**config.mk**
```make
export PLATFORM = sky130hd
export DESIGN_NAME = ntt_stage_ctrl_flat
export DESIGN_NICKNAME = d
export VERILOG_FILES = /design/src/rtl/ntt_ctrl_pkg.sv /design/src/rtl/ntt_stage_ctrl_if.sv /design/src/rtl/ntt_ctrl_delay.sv /design/src/rtl/ntt_stage_ctrl.sv /design/src/flat_wrapper.sv
export SDC_FILE = /design/constraint.sdc
export NUM_CORES = 1
export LEC_CHECK = 0
export ABC_CLOCK_PERIOD_IN_PS = 4400
export CORE_MARGIN = 2
export CORE_UTILIZATION = 40
export CTS_BUF_LIST = sky130_fd_sc_hd__clkbuf_2
export CTS_CLUSTER_DIAMETER = 100
export DETAILED_ROUTE_END_ITERATION = 8
export PLACE_DENSITY = 0.69
export SETUP_SLACK_MARGIN = 0.1
export SLEW_MARGIN = 20
export SYNTH_ARGS = -nofsm -noshare
export SYNTH_HDL_FRONTEND = slang
export SYNTH_SLANG_ARGS = --single-unit
```
**constraint.sdc**
```tcl
create_clock -name clk -period 4.4 [get_ports clk]
set_clock_uncertainty 0.1 [all_clocks]
set_input_delay 0.44 -clock clk [delete_from_list [all_inputs] [get_ports clk]]
set_output_delay 0.44 -clock clk [all_outputs]
set_load 0.1 [all_outputs]
```
**src/rtl/ntt_ctrl_pkg.sv**
```systemverilog
// Shared types and address helpers for the radix-2 NTT stage sequencer.
package ntt_ctrl_pkg;

  typedef enum logic [1:0] {
    IDLE  = 2'd0,
    ISSUE = 2'd1,
    DRAIN = 2'd2,
    DONE  = 2'd3
  } state_e;

  // Write-back trails the read by the synchronous RAM read plus the PE pipeline.
  localparam int unsigned RAM_RD_LAT = 1;

  function automatic int unsigned wb_lat(input int unsigned pe_lat);
    return pe_lat + RAM_RD_LAT;
  endfunction

  function automatic int unsigned bfly_half(input int unsigned s, input int unsigned log_n);
    return 32'd1 << (log_n - 1 - s);
  endfunction

  function automatic int unsigned bfly_top_addr(input int unsigned k, input int unsigned s,
                                                input int unsigned log_n);
    int unsigned half;
    half = bfly_half(s, log_n);
    return ((k >> (log_n - 1 - s)) << (log_n - s)) | (k & (half - 1));
  endfunction

  function automatic int unsigned bfly_tw(input int unsigned k, input int unsigned s,
                                          input int unsigned log_n);
    int unsigned half;
    half = bfly_half(s, log_n);
    return (k & (half - 1)) << s;
  endfunction

endpackage

```
**src/rtl/ntt_stage_ctrl_if.sv**
```systemverilog
// Handshake and memory-address bundle between the NTT sequencer and its surroundings.
interface ntt_stage_ctrl_if #(
  parameter int ADDR_W = 4,
  parameter int TW_W   = 3
);
  logic              start;
  logic              stall;
  logic              busy;
  logic              done;
  logic              rd_en;
  logic [ADDR_W-1:0] rd_addr_top;
  logic [ADDR_W-1:0] rd_addr_bot;
  logic [TW_W-1:0]   tw_addr;
  logic [ADDR_W-1:0] stage_o;
  logic              wr_en;
  logic [ADDR_W-1:0] wr_addr_top;
  logic [ADDR_W-1:0] wr_addr_bot;

  modport master (
    input  start, stall,
    output busy, done, rd_en, rd_addr_top, rd_addr_bot, tw_addr, stage_o,
           wr_en, wr_addr_top, wr_addr_bot
  );

  modport slave (
    output start, stall,
    input  busy, done, rd_en, rd_addr_top, rd_addr_bot, tw_addr, stage_o,
           wr_en, wr_addr_top, wr_addr_bot
  );
endinterface

```
**src/rtl/ntt_ctrl_delay.sv**
```systemverilog
// Fixed-depth valid+data shift register with asynchronous active-low clear.
module ntt_ctrl_delay #(
  parameter int DEPTH = 3,
  parameter int W     = 8
) (
  input  logic         clk,
  input  logic         rst_n,
  input  logic         in_valid,
  input  logic [W-1:0] in_data,
  output logic         out_valid,
  output logic [W-1:0] out_data
);

  logic [W:0] pipe_d [DEPTH];
  logic [W:0] pipe_q [DEPTH];

  generate
    for (genvar gi = 0; gi < DEPTH; gi++) begin : g_stage
      if (gi == 0) begin : g_head
        assign pipe_d[gi] = {in_valid, in_data};
      end else begin : g_body
        assign pipe_d[gi] = pipe_q[gi-1];
      end
    end
  endgenerate

  always_ff @(posedge clk or negedge rst_n) begin
    if (!rst_n) begin
      for (int i = 0; i < DEPTH; i++) pipe_q[i] <= '0;
    end else begin
      for (int i = 0; i < DEPTH; i++) pipe_q[i] <= pipe_d[i];
    end
  end

  assign {out_valid, out_data} = pipe_q[DEPTH-1];

endmodule

```
**src/rtl/ntt_stage_ctrl.sv**
```systemverilog
// In-place radix-2 NTT stage sequencer: issues one butterfly per cycle, delays write-back.
// Optional NTT_STAGE_CTRL_CYCCNT_EN adds a 32-bit busy-cycle counter output cyc_cnt.
module ntt_stage_ctrl
  import ntt_ctrl_pkg::*;
#(
  parameter int LOG_N  = 4,
  parameter int PE_LAT = 2,
  parameter int ADDR_W = LOG_N,
  parameter int TW_W   = LOG_N - 1
) (
  input  logic              clk,
  input  logic              reset,
  ntt_stage_ctrl_if.master  bus
`ifdef NTT_STAGE_CTRL_CYCCNT_EN
  ,
  output logic [31:0]       cyc_cnt
`endif
);

  localparam int unsigned L   = wb_lat(PE_LAT);
  localparam int          NBF = 1 << (LOG_N - 1);
  localparam int          DCW = $clog2(L + 1);

  localparam logic [LOG_N-1:0]  K_LAST = LOG_N'(NBF - 1);
  localparam logic [ADDR_W-1:0] S_LAST = ADDR_W'(LOG_N - 1);
  localparam logic [DCW-1:0]    D_INIT = DCW'(L - 1);

  state_e            state_q, state_d;
  logic [LOG_N-1:0]  k_q, k_d;
  logic [ADDR_W-1:0] s_q, s_d;
  logic [DCW-1:0]    drain_q, drain_d;

  logic              rd_en;
  logic              busy;
  logic              done;
  logic [ADDR_W-1:0] top_addr;
  logic [ADDR_W-1:0] bot_addr;
  logic [TW_W-1:0]   tw_addr;
  logic [2*ADDR_W-1:0] wr_data;

  always_comb begin
    state_d = state_q;
    k_d     = k_q;
    s_d     = s_q;
    drain_d = drain_q;
    rd_en   = 1'b0;
    busy    = 1'b0;
    done    = 1'b0;
    case (state_q)
      IDLE: begin
        if (bus.start) begin
          state_d = ISSUE;
          k_d     = '0;
          s_d     = '0;
        end
      end
      ISSUE: begin
        busy = 1'b1;
        if (!bus.stall) begin
          rd_en = 1'b1;
          if (k_q == K_LAST) begin
            k_d     = '0;
            drain_d = D_INIT;
            state_d = DRAIN;
          end else begin
            k_d = k_q + 1'b1;
          end
        end
      end
      DRAIN: begin
        // Wait out the read+PE latency so the next stage never reads stale data.
        busy = 1'b1;
        if (drain_q == '0) begin
          if (s_q == S_LAST) begin
            state_d = DONE;
            s_d     = '0;
            k_d     = '0;
          end else begin
            s_d     = s_q + 1'b1;
            state_d = ISSUE;
          end
        end else begin
          drain_d = drain_q - 1'b1;
        end
      end
      DONE: begin
        done    = 1'b1;
        state_d = IDLE;
      end
      default: state_d = IDLE;
    endcase
  end

  always_ff @(posedge clk or negedge reset) begin
    if (!reset) begin
      state_q <= IDLE;
      k_q     <= '0;
      s_q     <= '0;
      drain_q <= '0;
    end else begin
      state_q <= state_d;
      k_q     <= k_d;
      s_q     <= s_d;
      drain_q <= drain_d;
    end
  end

  // Addresses are forced to zero outside ISSUE; during a stall k/s are frozen so they hold.
  always_comb begin
    top_addr = '0;
    bot_addr = '0;
    tw_addr  = '0;
    if (state_q == ISSUE) begin
      top_addr = ADDR_W'(bfly_top_addr(32'(k_q), 32'(s_q), LOG_N));
      bot_addr = top_addr + ADDR_W'(bfly_half(32'(s_q), LOG_N));
      tw_addr  = TW_W'(bfly_tw(32'(k_q), 32'(s_q), LOG_N));
    end
  end

  ntt_ctrl_delay #(
    .DEPTH (L),
    .W     (2 * ADDR_W)
  ) u_wb_delay (
    .clk       (clk),
    .rst_n     (reset),
    .in_valid  (rd_en),
    .in_data   ({top_addr, bot_addr}),
    .out_valid (bus.wr_en),
    .out_data  (wr_data)
  );

  assign bus.busy        = busy;
  assign bus.done        = done;
  assign bus.rd_en       = rd_en;
  assign bus.rd_addr_top = top_addr;
  assign bus.rd_addr_bot = bot_addr;
  assign bus.tw_addr     = tw_addr;
  assign bus.stage_o     = s_q;
  assign bus.wr_addr_top = wr_data[2*ADDR_W-1:ADDR_W];
  assign bus.wr_addr_bot = wr_data[ADDR_W-1:0];

`ifdef NTT_STAGE_CTRL_CYCCNT_EN
  logic [31:0] cyc_q, cyc_d;

  always_comb begin
    cyc_d = cyc_q;
    if (state_q == IDLE && bus.start) begin
      cyc_d = '0;
    end else if (busy) begin
      cyc_d = cyc_q + 32'd1;
    end
  end

  always_ff @(posedge clk or negedge reset) begin
    if (!reset) begin
      cyc_q <= '0;
    end else begin
      cyc_q <= cyc_d;
    end
  end

  assign cyc_cnt = cyc_q;
`endif

endmodule

```
**src/flat_wrapper.sv**
```systemverilog
// flat-port wrapper written by rule: the top's interface ports become plain ports
module ntt_stage_ctrl_flat import ntt_ctrl_pkg::*;
#(
  parameter int LOG_N  = 4,
  parameter int PE_LAT = 2,
  parameter int ADDR_W = LOG_N,
  parameter int TW_W   = LOG_N - 1
)
  (clk, reset, bus_start, bus_stall, bus_busy, bus_done, bus_rd_en, bus_rd_addr_top, bus_rd_addr_bot, bus_tw_addr, bus_stage_o, bus_wr_en, bus_wr_addr_top, bus_wr_addr_bot);
  ntt_stage_ctrl_if #(.ADDR_W(ADDR_W), .TW_W(TW_W)) bus_i ();
  input  logic clk;
  input  logic reset;
  input wire logic [$bits(bus_i.start)-1:0] bus_start;
  input wire logic [$bits(bus_i.stall)-1:0] bus_stall;
  output wire logic [$bits(bus_i.busy)-1:0] bus_busy;
  output wire logic [$bits(bus_i.done)-1:0] bus_done;
  output wire logic [$bits(bus_i.rd_en)-1:0] bus_rd_en;
  output wire logic [$bits(bus_i.rd_addr_top)-1:0] bus_rd_addr_top;
  output wire logic [$bits(bus_i.rd_addr_bot)-1:0] bus_rd_addr_bot;
  output wire logic [$bits(bus_i.tw_addr)-1:0] bus_tw_addr;
  output wire logic [$bits(bus_i.stage_o)-1:0] bus_stage_o;
  output wire logic [$bits(bus_i.wr_en)-1:0] bus_wr_en;
  output wire logic [$bits(bus_i.wr_addr_top)-1:0] bus_wr_addr_top;
  output wire logic [$bits(bus_i.wr_addr_bot)-1:0] bus_wr_addr_bot;
  assign bus_i.start = bus_start;
  assign bus_i.stall = bus_stall;
  assign bus_busy = bus_i.busy;
  assign bus_done = bus_i.done;
  assign bus_rd_en = bus_i.rd_en;
  assign bus_rd_addr_top = bus_i.rd_addr_top;
  assign bus_rd_addr_bot = bus_i.rd_addr_bot;
  assign bus_tw_addr = bus_i.tw_addr;
  assign bus_stage_o = bus_i.stage_o;
  assign bus_wr_en = bus_i.wr_en;
  assign bus_wr_addr_top = bus_i.wr_addr_top;
  assign bus_wr_addr_bot = bus_i.wr_addr_bot;
  ntt_stage_ctrl #(.LOG_N(LOG_N), .PE_LAT(PE_LAT), .ADDR_W(ADDR_W), .TW_W(TW_W)) u_core (.clk(clk), .reset(reset), .bus(bus_i));
endmodule
```
==> flow_summary.json <==
{
  "path_clk_slew_ns": 0.22,
  "die_w_um": 73.7,
  "crit_path_end_kind": "output port",
  "n_antenna_cell": 0,
  "holdWs_ns": -0.00391,
  "rsz0062_at_grt": "false",
  "p_leak_nw": 1.11,
  "track_usage_pct": 15.5,
  "num_vias": 1429,
  "grt_pass1_vias": 1378,
  "drtAntennaViolNets": 0,
  "max_stage_delay_ns": 0.45,
  "cp.arrival_ns": 3.64,
  "final_cell_mix": "dfrtp_1, nand2_1, clkdlybuf4s50_1",
  "multiInputGateArea_um2": 888,
  "ctsLongestPathBuffers": 2,
  "status": "finished with violations",
  "sequentialPowerShare_pct": 29.9,
  "hold_path_class": "input pin to asynchronous set/reset pin",
  "core_um2": 4690,
  "violations": "negative hold slack",
  "fin_tns_setup_ns": 0,
  "layout_commonest_cell": "dfrtp_1",
  "rows": 25,
  "die_area_um2": 5420,
  "path_max_fanout": 3,
  "netlist_area_um2": 1940,
  "drtPass1Iterations": 4,
  "cp_cell_sequence": "inv_1 > ha_4 > or3b_4 > or2_4 > ha_4 > xor2_1 > o2bb2ai_2 > ha_1 > a21oi_2 > xor2_1 > a21oi_1 > nor3b_2 > buf_12",
  "port_buffers": 30,
  "grt_overflow": 0,
  "setup_viol": 0,
  "avgSynthCellArea_um2": 10.2,
  "dp_hpwl_um": 2690,
  "slew_viol_final": 0,
  "fill_cells": 450,
  "cp.required_ns": 3.86,
  "area.growth.synth_to_final_pct": 23.5,
  "finalPower_w": 0.00159,
  "syn_inst": 191,
  "clock_sinks": 39,
  "ys_seq_area_share_pct": 50.3,
  "ys_seq_elements": 39,
  "die_y_um": 73.7,
  "syn-num-nets": 209,
  "criticalPathCategory": "flip-flop to output port",
  "synth_edf_count": 0,
  "period_needed_ns": 4.18,
  "tritoncts": "built",
  "fin_nets": 239,
  "cts_buffers": 5,
  "routed_wl_um": 4040,
  "cp_slowest_cell": "dfrtp_2",
  "synth_ff_type": "dfrtp_1",
  "start_util_pct": 41.4,
  "htreeDepth": 2,
  "ys_warn_count": 0,
  "ioPinCount": 31,
  "ir_drop_uv": 679,
  "ys_types": 45,
  "drt_iter0_drc": 35,
  "maxCapViolations": 0,
  "p_switching_w": 0.000807,
  "post-route-drc-count": 0,
  "worstSkewPairLatency_ns": 0.42,
  "intPower_w": 0.000782,
  "clockRootBuffer": "clkbuf_2",
  "hold_viol_final": 5,
  "ctsHoldBuffers": 0,
  "swShare_pct": 50.8,
  "grt_max_degree": 40,
  "power_frac_clock_pct": 13.8,
  "viasPerCell": 5.18,
  "startpoint_type": "flip-flop",
  "slew_headroom_pct": 34.2,
  "seq_area_um2": 980,
  "drive_above_1_share_pct": 20.3,
  "p_comb_share_pct": 56.3,
  "fmax_mhz": 239,
  "synthArstFlopShare_pct": 100,
  "antenna_found_initial": 0,
  "pwr_density_cell_nw_per_um2": 663,
  "fin_crit_sh_pct": 95.1,
  "post-route-util_pct": 51.1,
  "worstMarginPinSlew_ns": 0.984,
  "grt_pass1_wl_um": 6380,
  "wire_per_inst_um": 14.6,
  "gp_congestion": 0.838
}
-- what timing repair did --
item                                   4_1_cts  5_1_grt
setup endpoints to repair                    1        1
buffers inserted                             4        2
pin swaps                                    2       10
gates resized for setup                      3        7
cloned                                       0        0
endpoints found under the hold margin        0        0
-- power by group through the flow --
stage	Clock, W	Sequential (W)	Combinational [W]
global placement	0	0.000479	0.000848
global route	0.000240	0.000487	0.000954
finish	0.000220	0.000475	0.000894
detailed placement	0	0.000484	0.000853
CTS	0.000226	0.000476	0.000874
floorplan	0	0.000594	0.000574
-- routing by layer --
metal	vias up	share of wire (%)	track usage, %
met5	-	0	0
met4	0	1.6	4.85
met3	8	4.2	3.70
met2	42	48	24.4
met1	679	46	21.2
li1	700	-	-
-- stage by stage --
stage,setup WS [ns],instance area (um^2),std cells
6_report,0.216,2400,276
5_1_grt,0.0474,2400,276
4_1_cts,0.117,2340,274
3_5_place_dp,0.259,2230,262
3_3_place_gp,0.426,2230,262
2_1_floorplan,0.118,1950,191
-- sequential cells by signal, indices dropped and copies added (netlist names) --
signal,count
u_core.u_wb_delay.out_valid,1
u_core.u_wb_delay.out_data,8
u_core.bus.stage_o,4
u_core.drain_q,2
u_core.k_q,4
u_core.u_wb_delay.pipe_d,18
u_core.state_q,2
-- final cells by class --
type,count,area share [%]
sequential,39,40.9
multi-input combinational,124,37.1
timing repair buffer,38,14.3
tap,54,2.82
inverter,13,2.04
clock inverter,3,1.83
clock buffer,5,1.04
-- path summary, 6_finish.rpt --
check,start,endpoint,slack (ns),depth (start not counted)
max in group asynchronous,reset,u_core.bus.stage_o[2],3.62,1
worst max-delay path,u_core.bus.stage_o[2],bus_rd_addr_bot[3],0.22,13
min in group clk,u_core.u_wb_delay.pipe_d[6],u_core.u_wb_delay.out_data[6],0.25,0
worst max register to register,u_core.bus.stage_o[2],u_core.u_wb_delay.pipe_d[12],1.05,13
worst min-delay path,reset,u_core.u_wb_delay.pipe_d[1],-0.004,1
worst min register to register,u_core.u_wb_delay.pipe_d[6],u_core.u_wb_delay.out_data[6],0.25,0
-- cells by family (layout without fill, tap and decap cells) --
logic type               count (synthesis)  count (layout)  share of synthesized area, %
AO/OA/AOI/OAI                           38              38                          12.0
XOR/XNOR                                 3               3                          1.35
adder cells (fa/ha/maj)                 14              14                          9.41
buffers and inverters                   28              59                          7.29
flip-flops                              39              39                          50.3
multiplexers                             4               4                          2.06
AND/OR/NAND/NOR                         65              65                          17.6
-- synthesized netlist by cell type (2+ instances only) --
library cell	n	area [um^2]
a21oi_1	9	45.0
xor2_1	2	17.5
a31oi_1	2	12.5
clkbuf_1	2	7.51
nor2_1	13	48.8
nor3_1	2	10.0
nand3_1	7	35.0
nand2_1	19	71.3
dfrtp_1	39	976
ha_1	13	163
o21ai_0	14	70.1
buf_4	8	60.1
nand3b_1	3	22.5
buf_2	3	15.0
inv_1	13	48.8
and2_1	6	37.5
mux2i_1	4	40.0
a22o_1	2	17.5
nand2b_1	3	18.8
clkbuf_2	2	10.0
-- critical path: cells and delay by family (launching register included) --
family          cells  cell delay [ns]
simple gates        3             0.98
flops               1             0.45
buf+inv             2             0.32
compound gates      3             0.39
xor+xnor            2             0.36
fa+ha+maj           3             0.73
Power figures use the tool's default switching activity.
